**src/rtl/csr_pkg.sv**
```systemverilog
// Shared types for the machine-mode CSR file and trap controller:
// CSR addresses, write-op encodings, mstatus bit positions, trap FSM states.
package csr_pkg;

    localparam int unsigned XLEN         = 32;
    localparam int unsigned IRQ_BASE     = 16;
    localparam int unsigned IDX_W        = 4;
    localparam int unsigned MSTATUS_MIE  = 3;
    localparam int unsigned MSTATUS_MPIE = 7;

    typedef enum logic [11:0] {
        CSR_MSTATUS = 12'h300,
        CSR_MIE     = 12'h304,
        CSR_MTVEC   = 12'h305,
        CSR_MEPC    = 12'h341,
        CSR_MCAUSE  = 12'h342,
        CSR_MIP     = 12'h344,
        CSR_MCYCLE  = 12'hB00,
        CSR_MCYCLEH = 12'hB80
    } type_csr_addr;

    typedef enum logic [1:0] {
        OP_NONE  = 2'b00,
        OP_WRITE = 2'b01,
        OP_SET   = 2'b10,
        OP_CLEAR = 2'b11
    } type_csr_op;

    typedef enum logic {
        ST_IDLE = 1'b0,
        ST_TRAP = 1'b1
    } type_trap_state;

    typedef struct packed {
        logic            taken;
        logic [XLEN-1:0] evec;
    } type_redirect;

    // Read-modify-write result for csrrw/csrrs/csrrc.
    function automatic logic [XLEN-1:0] csr_alu(input type_csr_op      op,
                                                input logic [XLEN-1:0] old_val,
                                                input logic [XLEN-1:0] wdata);
        logic [XLEN-1:0] res;
        res = old_val;
        case (op)
            OP_WRITE: res = wdata;
            OP_SET:   res = old_val | wdata;
            OP_CLEAR: res = old_val & ~wdata;
            default:  res = old_val;
        endcase
        return res;
    endfunction

endpackage

```
**src/rtl/csr_irq_unit_if.sv**
```systemverilog
// CSR access and PC-redirect bus between decode/execute and the CSR unit.
interface csr_irq_unit_if;

    logic        csr_rd_en;
    logic        csr_wr_en;
    logic [1:0]  csr_op;
    logic [11:0] csr_addr;
    logic [31:0] csr_wdata;
    logic [31:0] csr_pc;
    logic        csr_is_mret;
    logic [31:0] csr_rdata;
    logic        epc_taken;
    logic [31:0] csr_evec;

    modport master (
        output csr_rd_en, csr_wr_en, csr_op, csr_addr, csr_wdata, csr_pc, csr_is_mret,
        input  csr_rdata, epc_taken, csr_evec
    );

    modport slave (
        input  csr_rd_en, csr_wr_en, csr_op, csr_addr, csr_wdata, csr_pc, csr_is_mret,
        output csr_rdata, epc_taken, csr_evec
    );

endinterface

```
**src/rtl/csr_irq_arb.sv**
```systemverilog
// Interrupt edge detection, pending (mip) register and fixed-priority selection.
module csr_irq_arb
    import csr_pkg::*;
#(
    parameter int unsigned NUM_IRQ = 4
) (
    input  logic               clk,
    input  logic               rst_n,
    input  logic [NUM_IRQ-1:0] irq_i,
    input  logic [NUM_IRQ-1:0] mask_i,
    input  logic               pend_wr_en_i,
    input  logic [NUM_IRQ-1:0] pend_wr_val_i,
    input  logic               clr_en_i,
    input  logic [IDX_W-1:0]   clr_idx_i,
    output logic [NUM_IRQ-1:0] pend_o,
    output logic               valid_c_o,
    output logic [IDX_W-1:0]   idx_c_o
);

    logic [NUM_IRQ-1:0] irq_prev_q;
    logic [NUM_IRQ-1:0] pend_q;
    logic [NUM_IRQ-1:0] pend_d;
    logic [NUM_IRQ-1:0] rise_c;
    logic [NUM_IRQ-1:0] elig_c;

    assign rise_c = irq_i & ~irq_prev_q;
    assign elig_c = pend_q & mask_i;
    assign pend_o = pend_q;

    // Software write, then trap-entry clear, then new edges (edges always win).
    always_comb begin
        pend_d = pend_q;
        if (pend_wr_en_i) begin
            pend_d = pend_wr_val_i;
        end
        for (int unsigned i = 0; i < NUM_IRQ; i++) begin
            if (clr_en_i && (clr_idx_i == IDX_W'(i))) begin
                pend_d[i] = 1'b0;
            end
        end
        pend_d = pend_d | rise_c;
    end

    // Scan from the top so the lowest eligible index is left selected.
    always_comb begin
        valid_c_o = 1'b0;
        idx_c_o   = '0;
        for (int i = NUM_IRQ - 1; i >= 0; i--) begin
            if (elig_c[i]) begin
                valid_c_o = 1'b1;
                idx_c_o   = IDX_W'(i);
            end
        end
    end

    always_ff @(posedge clk) begin
        if (!rst_n) begin
            irq_prev_q <= '0;
            pend_q     <= '0;
        end else begin
            irq_prev_q <= irq_i;
            pend_q     <= pend_d;
        end
    end

endmodule

```
**src/rtl/csr_irq_unit.sv**
```systemverilog
// Machine-mode CSR file with prioritised edge interrupts, mret and a registered
// trap/return redirect to fetch.
module csr_irq_unit
    import csr_pkg::*;
#(
    parameter int unsigned NUM_IRQ     = 4,
    parameter logic [31:0] RESET_MTVEC = 32'h0
) (
    input  logic               clk,
    input  logic               rst_n,
    input  logic [NUM_IRQ-1:0] irq,
    csr_irq_unit_if.slave      bus
);

    type_trap_state     state_q, state_d;
    type_redirect       redir_q, redir_d;
    logic               mst_mie_q, mst_mie_d;
    logic               mst_mpie_q, mst_mpie_d;
    logic [NUM_IRQ-1:0] mie_en_q, mie_en_d;
    logic [XLEN-1:0]    mtvec_q, mtvec_d;
    logic [XLEN-1:0]    mepc_q, mepc_d;
    logic [XLEN-1:0]    mcause_q, mcause_d;
    logic [63:0]        mcycle_q, mcycle_d;

    type_csr_addr       addr_c;
    logic [NUM_IRQ-1:0] mip_c;
    logic               irq_valid_c;
    logic [IDX_W-1:0]   irq_idx_c;
    logic [XLEN-1:0]    mstatus_c, mepc_rd_c, cur_c, new_c, vec_c;
    logic [XLEN-2:0]    cause_c;
    logic               hit_c, wr_c, mip_wr_c, take_c, mret_c;

    csr_irq_arb #(
        .NUM_IRQ(NUM_IRQ)
    ) u_arb (
        .clk          (clk),
        .rst_n        (rst_n),
        .irq_i        (irq),
        .mask_i       (mie_en_q),
        .pend_wr_en_i (mip_wr_c),
        .pend_wr_val_i(new_c[IRQ_BASE +: NUM_IRQ]),
        .clr_en_i     (take_c),
        .clr_idx_i    (irq_idx_c),
        .pend_o       (mip_c),
        .valid_c_o    (irq_valid_c),
        .idx_c_o      (irq_idx_c)
    );

    assign addr_c    = type_csr_addr'(bus.csr_addr);
    assign mepc_rd_c = mepc_q & ~XLEN'(32'h3);

    always_comb begin
        mstatus_c               = '0;
        mstatus_c[MSTATUS_MIE]  = mst_mie_q;
        mstatus_c[MSTATUS_MPIE] = mst_mpie_q;
    end

    // Current CSR value; also the old operand of the write-op ALU.
    always_comb begin
        cur_c = '0;
        hit_c = 1'b1;
        case (addr_c)
            CSR_MSTATUS: cur_c = mstatus_c;
            CSR_MIE:     cur_c = XLEN'(mie_en_q) << IRQ_BASE;
            CSR_MTVEC:   cur_c = mtvec_q;
            CSR_MEPC:    cur_c = mepc_rd_c;
            CSR_MCAUSE:  cur_c = mcause_q;
            CSR_MIP:     cur_c = XLEN'(mip_c) << IRQ_BASE;
            CSR_MCYCLE:  cur_c = mcycle_q[31:0];
            CSR_MCYCLEH: cur_c = mcycle_q[63:32];
            default:     hit_c = 1'b0;
        endcase
    end

    assign bus.csr_rdata = (bus.csr_rd_en && hit_c) ? cur_c : '0;

    assign wr_c     = bus.csr_wr_en && (type_csr_op'(bus.csr_op) != OP_NONE);
    assign new_c    = csr_alu(type_csr_op'(bus.csr_op), cur_c, bus.csr_wdata);
    assign mip_wr_c = wr_c && (addr_c == CSR_MIP);

    // mret is only honoured in IDLE and pre-empts a same-cycle interrupt.
    assign mret_c = (state_q == ST_IDLE) && bus.csr_is_mret;
    assign take_c = (state_q == ST_IDLE) && mst_mie_q && irq_valid_c && !bus.csr_is_mret;

    assign cause_c = (XLEN-1)'(IRQ_BASE) + (XLEN-1)'(irq_idx_c);
    assign vec_c   = {mtvec_q[XLEN-1:2], 2'b00}
                   + ((mtvec_q[1:0] == 2'b01) ? (XLEN'(cause_c) << 2) : '0);

    // Next state: software writes first, trap/mret overrides on top.
    always_comb begin
        state_d       = state_q;
        redir_d       = redir_q;
        redir_d.taken = 1'b0;
        mst_mie_d     = mst_mie_q;
        mst_mpie_d    = mst_mpie_q;
        mie_en_d      = mie_en_q;
        mtvec_d       = mtvec_q;
        mepc_d        = mepc_q;
        mcause_d      = mcause_q;
        mcycle_d      = mcycle_q + 64'd1;

        if (wr_c) begin
            case (addr_c)
                CSR_MSTATUS: begin
                    mst_mie_d  = new_c[MSTATUS_MIE];
                    mst_mpie_d = new_c[MSTATUS_MPIE];
                end
                CSR_MIE:     mie_en_d = new_c[IRQ_BASE +: NUM_IRQ];
                CSR_MTVEC:   mtvec_d  = new_c;
                CSR_MEPC:    mepc_d   = new_c;
                CSR_MCAUSE:  mcause_d = new_c;
                CSR_MCYCLE:  mcycle_d = {mcycle_q[63:32], new_c};
                CSR_MCYCLEH: mcycle_d = {new_c, mcycle_q[31:0]};
                default: ;
            endcase
        end

        case (state_q)
            ST_IDLE: begin
                if (mret_c) begin
                    state_d       = ST_TRAP;
                    redir_d.taken = 1'b1;
                    redir_d.evec  = mepc_rd_c;
                    mst_mie_d     = mst_mpie_q;
                    mst_mpie_d    = 1'b1;
                end else if (take_c) begin
                    state_d       = ST_TRAP;
                    redir_d.taken = 1'b1;
                    redir_d.evec  = vec_c;
                    mepc_d        = bus.csr_pc;
                    mcause_d      = {1'b1, cause_c};
                    mst_mpie_d    = mst_mie_q;
                    mst_mie_d     = 1'b0;
                end
            end
            ST_TRAP: state_d = ST_IDLE;
            default: state_d = ST_IDLE;
        endcase
    end

    always_ff @(posedge clk) begin
        if (!rst_n) begin
            state_q    <= ST_IDLE;
            redir_q    <= '0;
            mst_mie_q  <= 1'b0;
            mst_mpie_q <= 1'b0;
            mie_en_q   <= '0;
            mtvec_q    <= RESET_MTVEC;
            mepc_q     <= '0;
            mcause_q   <= '0;
            mcycle_q   <= '0;
        end else begin
            state_q    <= state_d;
            redir_q    <= redir_d;
            mst_mie_q  <= mst_mie_d;
            mst_mpie_q <= mst_mpie_d;
            mie_en_q   <= mie_en_d;
            mtvec_q    <= mtvec_d;
            mepc_q     <= mepc_d;
            mcause_q   <= mcause_d;
            mcycle_q   <= mcycle_d;
        end
    end

    assign bus.epc_taken = redir_q.taken;
    assign bus.csr_evec  = redir_q.evec;

endmodule

```
**src/flat_wrapper.sv**
```systemverilog
// flat-port wrapper written by rule: the top's interface ports become plain ports
module csr_irq_unit_flat import csr_pkg::*;
#(
    parameter int unsigned NUM_IRQ     = 4,
    parameter logic [31:0] RESET_MTVEC = 32'h0
)
  (clk, rst_n, irq, bus_csr_rd_en, bus_csr_wr_en, bus_csr_op, bus_csr_addr, bus_csr_wdata, bus_csr_pc, bus_csr_is_mret, bus_csr_rdata, bus_epc_taken, bus_csr_evec);
  csr_irq_unit_if bus_i ();
  input  logic clk;
  input  logic rst_n;
  input  logic [NUM_IRQ-1:0] irq;
  input wire logic [$bits(bus_i.csr_rd_en)-1:0] bus_csr_rd_en;
  input wire logic [$bits(bus_i.csr_wr_en)-1:0] bus_csr_wr_en;
  input wire logic [$bits(bus_i.csr_op)-1:0] bus_csr_op;
  input wire logic [$bits(bus_i.csr_addr)-1:0] bus_csr_addr;
  input wire logic [$bits(bus_i.csr_wdata)-1:0] bus_csr_wdata;
  input wire logic [$bits(bus_i.csr_pc)-1:0] bus_csr_pc;
  input wire logic [$bits(bus_i.csr_is_mret)-1:0] bus_csr_is_mret;
  output wire logic [$bits(bus_i.csr_rdata)-1:0] bus_csr_rdata;
  output wire logic [$bits(bus_i.epc_taken)-1:0] bus_epc_taken;
  output wire logic [$bits(bus_i.csr_evec)-1:0] bus_csr_evec;
  assign bus_i.csr_rd_en = bus_csr_rd_en;
  assign bus_i.csr_wr_en = bus_csr_wr_en;
  assign bus_i.csr_op = bus_csr_op;
  assign bus_i.csr_addr = bus_csr_addr;
  assign bus_i.csr_wdata = bus_csr_wdata;
  assign bus_i.csr_pc = bus_csr_pc;
  assign bus_i.csr_is_mret = bus_csr_is_mret;
  assign bus_csr_rdata = bus_i.csr_rdata;
  assign bus_epc_taken = bus_i.epc_taken;
  assign bus_csr_evec = bus_i.csr_evec;
  csr_irq_unit #(.NUM_IRQ(NUM_IRQ), .RESET_MTVEC(RESET_MTVEC)) u_core (.clk(clk), .rst_n(rst_n), .irq(irq), .bus(bus_i));
endmodule
```
**config.mk**
```make
export PLATFORM = sky130hd
export DESIGN_NAME = csr_irq_unit_flat
export DESIGN_NICKNAME = d
export VERILOG_FILES = /design/src/rtl/csr_pkg.sv /design/src/rtl/csr_irq_unit_if.sv /design/src/rtl/csr_irq_arb.sv /design/src/rtl/csr_irq_unit.sv /design/src/flat_wrapper.sv
export SDC_FILE = /design/constraint.sdc
export NUM_CORES = 1
export LEC_CHECK = 0
export BUFFER_PORTS_ARGS = -buffer_cell sky130_fd_sc_hd__buf_4
export CAP_MARGIN = 5
export CORE_ASPECT_RATIO = 1.4
export CORE_MARGIN = 8
export CORE_UTILIZATION = 40
export CTS_CLUSTER_SIZE = 12
export DETAILED_ROUTE_END_ITERATION = 6
export GPL_ROUTABILITY_DRIVEN = 1
export HOLD_SLACK_MARGIN = 0.02
export PLACE_DENSITY = 0.56
export SYNTH_ARGS = -nofsm -noshare
export SYNTH_HDL_FRONTEND = slang
export SYNTH_SLANG_ARGS = --single-unit
```
**constraint.sdc**
```tcl
create_clock -name clk -period 3.3 [get_ports clk]
set_input_delay 0.33 -clock clk [delete_from_list [all_inputs] [get_ports clk]]
set_output_delay 0.33 -clock clk [all_outputs]
set_load 0.02 [all_outputs]
```
Word-level counts from Yosys, hierarchy flattened:

Cells that the tools add are included.

* bits in registers: 208
* bits of input ports: 87
* logic and storage cells: 107

* add/subtract/negate cells: 3
* eq/ne operators: 17
* muxes and demuxes: 45
* bitwise gates (word level): 9
* reductions and logical operators: 20

Operators with widths (count)
* two-way mux 32 bit: 12
* case mux 32 bit (8 select lines): 1
* case mux 64 bit (2 select lines): 1
* case mux 32 bit (3 select lines): 1
* equality test 12 x 10 -> 1 bit, second input constant: 6
* two-way mux 33 bit: 2
* adder 64 x 1 -> 64 bit, second input constant: 1
* two-way mux 64 bit: 1
* adder 32 bit: 1
* bitwise AND 32 bit: 1
* NOT 32 bit: 1
* bitwise OR 32 bit: 1
* equality test 12 bit, second input constant: 2
* two-way mux 1 bit: 21
* two-way mux 4 bit: 4
* logical AND 1 bit: 11
* bitwise AND 4 bit: 2
* equality test 4 x 2 -> 1 bit, second input constant: 2
* OR reduction 8 bit: 1
* adder 5 x 4 -> 6 bit, first input constant: 1
* AND reduction 2 bit: 3
* equality test 2 x 1 -> 1 bit, second input constant: 2
* equality test 2 bit, second input constant: 2
* equality test 4 x 1 -> 1 bit, second input constant: 1
* 10 further kinds: 13

Depth between registers and ports, before layout:

* depth after elaboration: 10
* depth in mapped cells: 13
* depth with buffers taken out: 13

By module:

From an unflattened synthesis, not the netlist that was laid out.

* cell total of the unflattened synthesis: 1786
* area total of the unflattened synthesis: 13535.5 sq um

Modules (own cells, without submodules)
* csr_irq_unit: times used 1, cells an instance 1744, area each 13127.6 sq um, sequential area each 3923.8 sq um
* csr_irq_arb: times used 1, cells an instance 42, area each 407.9 sq um, sequential area each 160.2 sq um

Least setup slack after synthesis:

Ideal clock, no wire load.

* path type: register to register
* start: register u_core.u_arb.pend_q[3], in the netlist u_core.u_arb.pend_o[3]
* end: register u_core.redir_q (netlist bit u_core.bus.csr_evec[28])
* library setup time: 134 ps
* data arrival time: 2667 ps
* data required time: 3166 ps
* setup slack: 499 ps
* cell stages (with the launch flop): 11
* buffers on the path: 0
* cell sequence: dfxtp_1 > a22oi_1 > a221o_1 > or2_2 > fa_1 > and4b_1 > o2111ai_1 > or2_2 > nor3_1 > xnor2_1 > o22ai_1

* cells in the longest elaborated chain, start to end: 10

Ends and longest elaborated chain
* from (decl): RTL line csr_irq_arb.sv:21 `logic [NUM_IRQ-1:0] pend_q;`
* from (signal assigned): RTL line csr_irq_arb.sv:62 `pend_q <= pend_d;`
* bitwise AND 4 bit (*): RTL line csr_irq_arb.sv:27 `assign elig_c = pend_q & mask_i;`
* two-way mux 2 bit: RTL line csr_irq_arb.sv:49 `if (elig_c[i]) begin`
* two-way mux 4 bit (3 in series): RTL line csr_irq_arb.sv:49
* adder 5 x 4 -> 6 bit: RTL line csr_irq_unit.sv:85 `assign cause_c = (XLEN-1)'(IRQ_BASE) + (XLEN-1)'(irq_idx_c);`
* two-way mux 32 bit: RTL line csr_irq_unit.sv:87 `+ ((mtvec_q[1:0] == 2'b01) ? (XLEN'(cause_c) << 2) : '0);`
* adder 32 bit: RTL line csr_irq_unit.sv:87
* two-way mux 33 bit: RTL line csr_irq_unit.sv:126 `end else if (take_c) begin`
* two-way mux 33 bit: RTL line csr_irq_unit.sv:120 `if (mret_c) begin`
* to (signal assigned): RTL line csr_irq_unit.sv:154 `redir_q <= redir_d;`
* to (decl): RTL line csr_irq_unit.sv:16 `type_redirect redir_q, redir_d;`

Mark *: on every way between the ends. The rest lies on a longest branch, timed or not. The select of a mux whose other input is x is not followed.
A chain may end at the register's enable or synchronous reset.

Worst setup path in the final report:

* start: register u_core.u_arb.pend_q[2], in the netlist u_core.u_arb.pend_o[2]
* end: register u_core.redir_q (netlist bit u_core.bus.csr_evec[28])

* cells in the longest elaborated chain, start to end: 9

Ends and longest elaborated chain (RTL line)
* bitwise AND 4 bit (*): csr_irq_arb.sv:27
* two-way mux 4 bit (3 in series): csr_irq_arb.sv:49
* adder 5 x 4 -> 6 bit: csr_irq_unit.sv:85
* two-way mux 32 bit: csr_irq_unit.sv:87
* adder 32 bit: csr_irq_unit.sv:87
* two-way mux 33 bit: csr_irq_unit.sv:126
* two-way mux 33 bit: csr_irq_unit.sv:120

Marks and branches as above.

==> impl_metrics.toml <==
[drt]
via_per_inst = 6.40
drt_first_pass_iters = 6
routed_wirelength_um = 63300
drc_errors = 0
vias = 15000
wire_per_inst_um = 27.1
final_antenna_net_count = 0
drtIter0Drc = 1657

[logic_synthesis]
synth-compound-area-share_pct = 28.9
yosysUniqueCellTypes = 95
synth_fa_ha_area_share_pct = 0.612
synth_edf_count = 0
synthesis.area_um2 = 13100
synth_top_family_by_area = "compound AO/OA/AOI/OAI gates"
async_flop_share_pct = 0
seq_area_frac_synth_pct = 31.2
yosysWarnings = 0
synth_xor_area_share_pct = 2.61
synth_area_leaders = "dfxtp_1, nand3_1, nand2_1"
yosysTopAreaCell = "dfxtp_1"
synthMuxAreaShare_pct = 4.20
synth-seq-cells = 204
yosys.area_share.simple_pct = 27.2
synth_cells = 1705
postSynthAreaPerCell_um2 = 7.67
synth_ff_type = "dfxtp_1"
synth.most_common_cell = "dfxtp_1"
synth.top_cell.area_share_pct = 31.2
ys_top_cells_by_count = "dfxtp_1, nand2_1, nand3_1"

[clock_tree]
ctsHtreeMaxLevel = 1
cts-root-buf = "clkbuf_16"
cts_buffers = 24
path_clk_slew_ps = 60
ctsResizeCount = 0
clockBufferDepth = 3
hold_buffers = 17
cts_tree = "done"
cts_sinks = 204
cts_setup_buffers = 0
clk_latency_ps = 550

[sta]
worst_pin_slew_ps = 1010
max_freq_mhz = 316
slew_violations = 0
final-hold-violation-count = 0
rsz0062_at_grt = "no"
fin_crit_ps = 3170
tns_ps = 0
skew_ps = 14.8
finalSetupViolCount = 0
max_slew_margin_pct = 32.5
min_period_over_period_pct = 96.0

[worst_setup_path]
path_class = "flip-flop to flip-flop"
crit_chain = "a22oi_1 > a221o_1 > or2_2 > fa_1 > and4b_1 > o2111ai_1 > or2_2 > nor3_1 > xnor2_1 > o22ai_1"
cpPeakStageDelay_ps = 420
r2r_start = "u_core.u_arb.pend_o[2]"
r2r_end = "u_core.bus.csr_evec[28]"
crit_fanout = 4
cp-start-kind = "flip-flop"
cp.arrival_ps = 3580
cp_slowest_cell = "or2_2"
worst_setup_path_end_kind = "flip-flop"
required_ps = 3710
rrSetupSlack_ps = 130
rr_worst_depth = 10
crit_top_cell = "or2_2"

[power]
vdd_drop_max_mv = 0.476
p_int_mw = 4.55
finalPower_mw = 6.14
power.share.clock_pct = 49.2
sw_frac_of_total_pct = 25.9
power.density_nw_per_um2 = 378
leakage_nw = 5.97
p_seq_share_pct = 40.6
power_switching_mw = 1.59
combPwrFrac_pct = 10.2

[floorplan]
core.rowCount = 78
pin_count = 152
die_h_um = 230
die_area_um2 = 38800
start_util_pct = 40.5
core_um2 = 32300
die-width_um = 169

[cells_and_area]
fin_nets = 1973
fill_cells = 3225
postLayoutCoreUtil_pct = 50.3
area_delta_synth_final_pct = 24.1
drive_above_1_share_pct = 19.9
diodes = 0

[global_routing]
grt_overflow = 0
grt_use_total_pct = 31.5
grt_pass1_vias = 14600
grt_pass1_wl_um = 93500
grt_max_degree = 41
antenna_found_initial = 0

[worst_hold_path]
hold_end = "u_core.u_arb.irq_prev_q[1]"
hold_depth = 3
min_path_type = "primary input to flip-flop"
hold_path.startpoint = "irq[1]"

[flow_run]
max_cap_violations = 0

[placed_design]
globalplace.congestion = 0.984
portBuffers = 147
hpwlAfterDp_um = 48100

[run_status]
run_status = "finished clean"
[cell families after synthesis]
| group | count (synthesis) |
|---|---|
| mux | 51 |
| compound gates | 537 |
| simple gates | 699 |
| other cells | 1 |
| buf+inv | 168 |
| xor+xnor | 39 |
| flops | 204 |
| fa+ha+maj | 6 |
[how the worst max path moves through the flow]
stage	to	slack [ps]	start	cells past startpoint
floorplan	u_core.bus.csr_evec[28]	500	u_core.u_arb.pend_o[3]	10
global route	u_core.bus.csr_evec[28]	2	u_core.u_arb.pend_o[2]	10
global placement	u_core.bus.csr_evec[28]	170	u_core.u_arb.pend_o[2]	10
finish	u_core.bus.csr_evec[28]	130	u_core.u_arb.pend_o[2]	10
CTS	u_core.bus.csr_evec[28]	150	u_core.u_arb.pend_o[2]	10
detailed placement	u_core.bus.csr_evec[28]	190	u_core.u_arb.pend_o[2]	10
[placed cells by master, fill, tap and decap left out, drive strengths merged, types with 15 or more instances in the layout]
cell	netlist	layout
nor2	120	120
a21oi	102	102
dlygate4sd3	0	17
inv	32	32
a31oi	25	25
nor3	49	49
dfxtp	204	204
a22o	59	59
a211oi	15	15
mux2i	20	20
o211ai	18	18
o22ai	27	27
buf	40	266
clkbuf	94	32
nand2	190	190
mux2	31	31
o311ai	18	18
nor4	15	15
nand4	31	31
a21o	19	19
a22oi	47	47
xnor2	29	29
and2	21	21
o21ai	85	85
and3	36	36
nand3	164	164
[area by class of cell]
class | instances | area [um^2] | share of cell area (%)
inverter | 34 | 128 | 0.786
clock buffer | 32 | 692 | 4.26
tap | 440 | 551 | 3.39
sequential | 204 | 4080 | 25.2
multi-input combinational | 1334 | 8390 | 51.7
timing repair buffer | 283 | 2220 | 13.7
clock inverter | 10 | 178 | 1.09
[power by group through the flow]
| stage | clock network, mW | registers (mW) | logic (mW) |
|---|---|---|---|
| after detailed placement | 0 | 2.55 | 0.591 |
| after floorplan | 0 | 2.54 | 0.281 |
| after global routing | 3.14 | 2.49 | 0.649 |
| final | 3.02 | 2.49 | 0.625 |
| after CTS | 3.05 | 2.49 | 0.610 |
| after global placement | 0 | 2.55 | 0.587 |
[sequential cells by signal, summed over array words and instances (netlist names), 4 cells and up]
| name | cells |
|---|---|
| u_core.bus.csr_evec | 30 |
| u_core.mcause_q | 32 |
| u_core.mcycle_q | 64 |
| u_core.mepc_q | 30 |
| u_core.mie_en_q | 4 |
| u_core.mtvec_q | 32 |
| u_core.u_arb.irq_prev_q | 4 |
| u_core.u_arb.pend_o | 4 |
[worst max-delay path, delay by kind of cell (launching register included)]
family | cells | cell delay (ps)
AO/OA/AOI/OAI | 4 | 880
adder cells (fa/ha/maj) | 1 | 410
flip-flops | 1 | 380
AND/OR/NAND/NOR | 4 | 1220
XOR/XNOR | 1 | 150
[stage by stage]
| step | std cells | instance area (um^2) | setup WS (ps) | hold WS, ps |
|---|---|---|---|---|
| 4_1_cts | 2337 | 16200 | 148 | 28.3 |
| 2_1_floorplan | 1706 | 13100 | 499 | 408 |
| 3_5_place_dp | 2278 | 15200 | 194 | 424 |
| 5_1_grt | 2337 | 16200 | 1.52 | 53.3 |
| 6_report | 2337 | 16200 | 131 | 41.6 |
| 3_3_place_gp | 2278 | 15200 | 171 | 429 |
[layer usage]
metal  track usage [%]  routed length (um)  vias to the layer above
met3              3.72                4240                      152
li1                  -                   -                     6799
met4              14.2                2760                        0
met5                 0                   0                        -
met2              54.9               31400                      700
met1              38.1               24900                     7300
No activity file was read; power rests on OpenSTA's default activity.
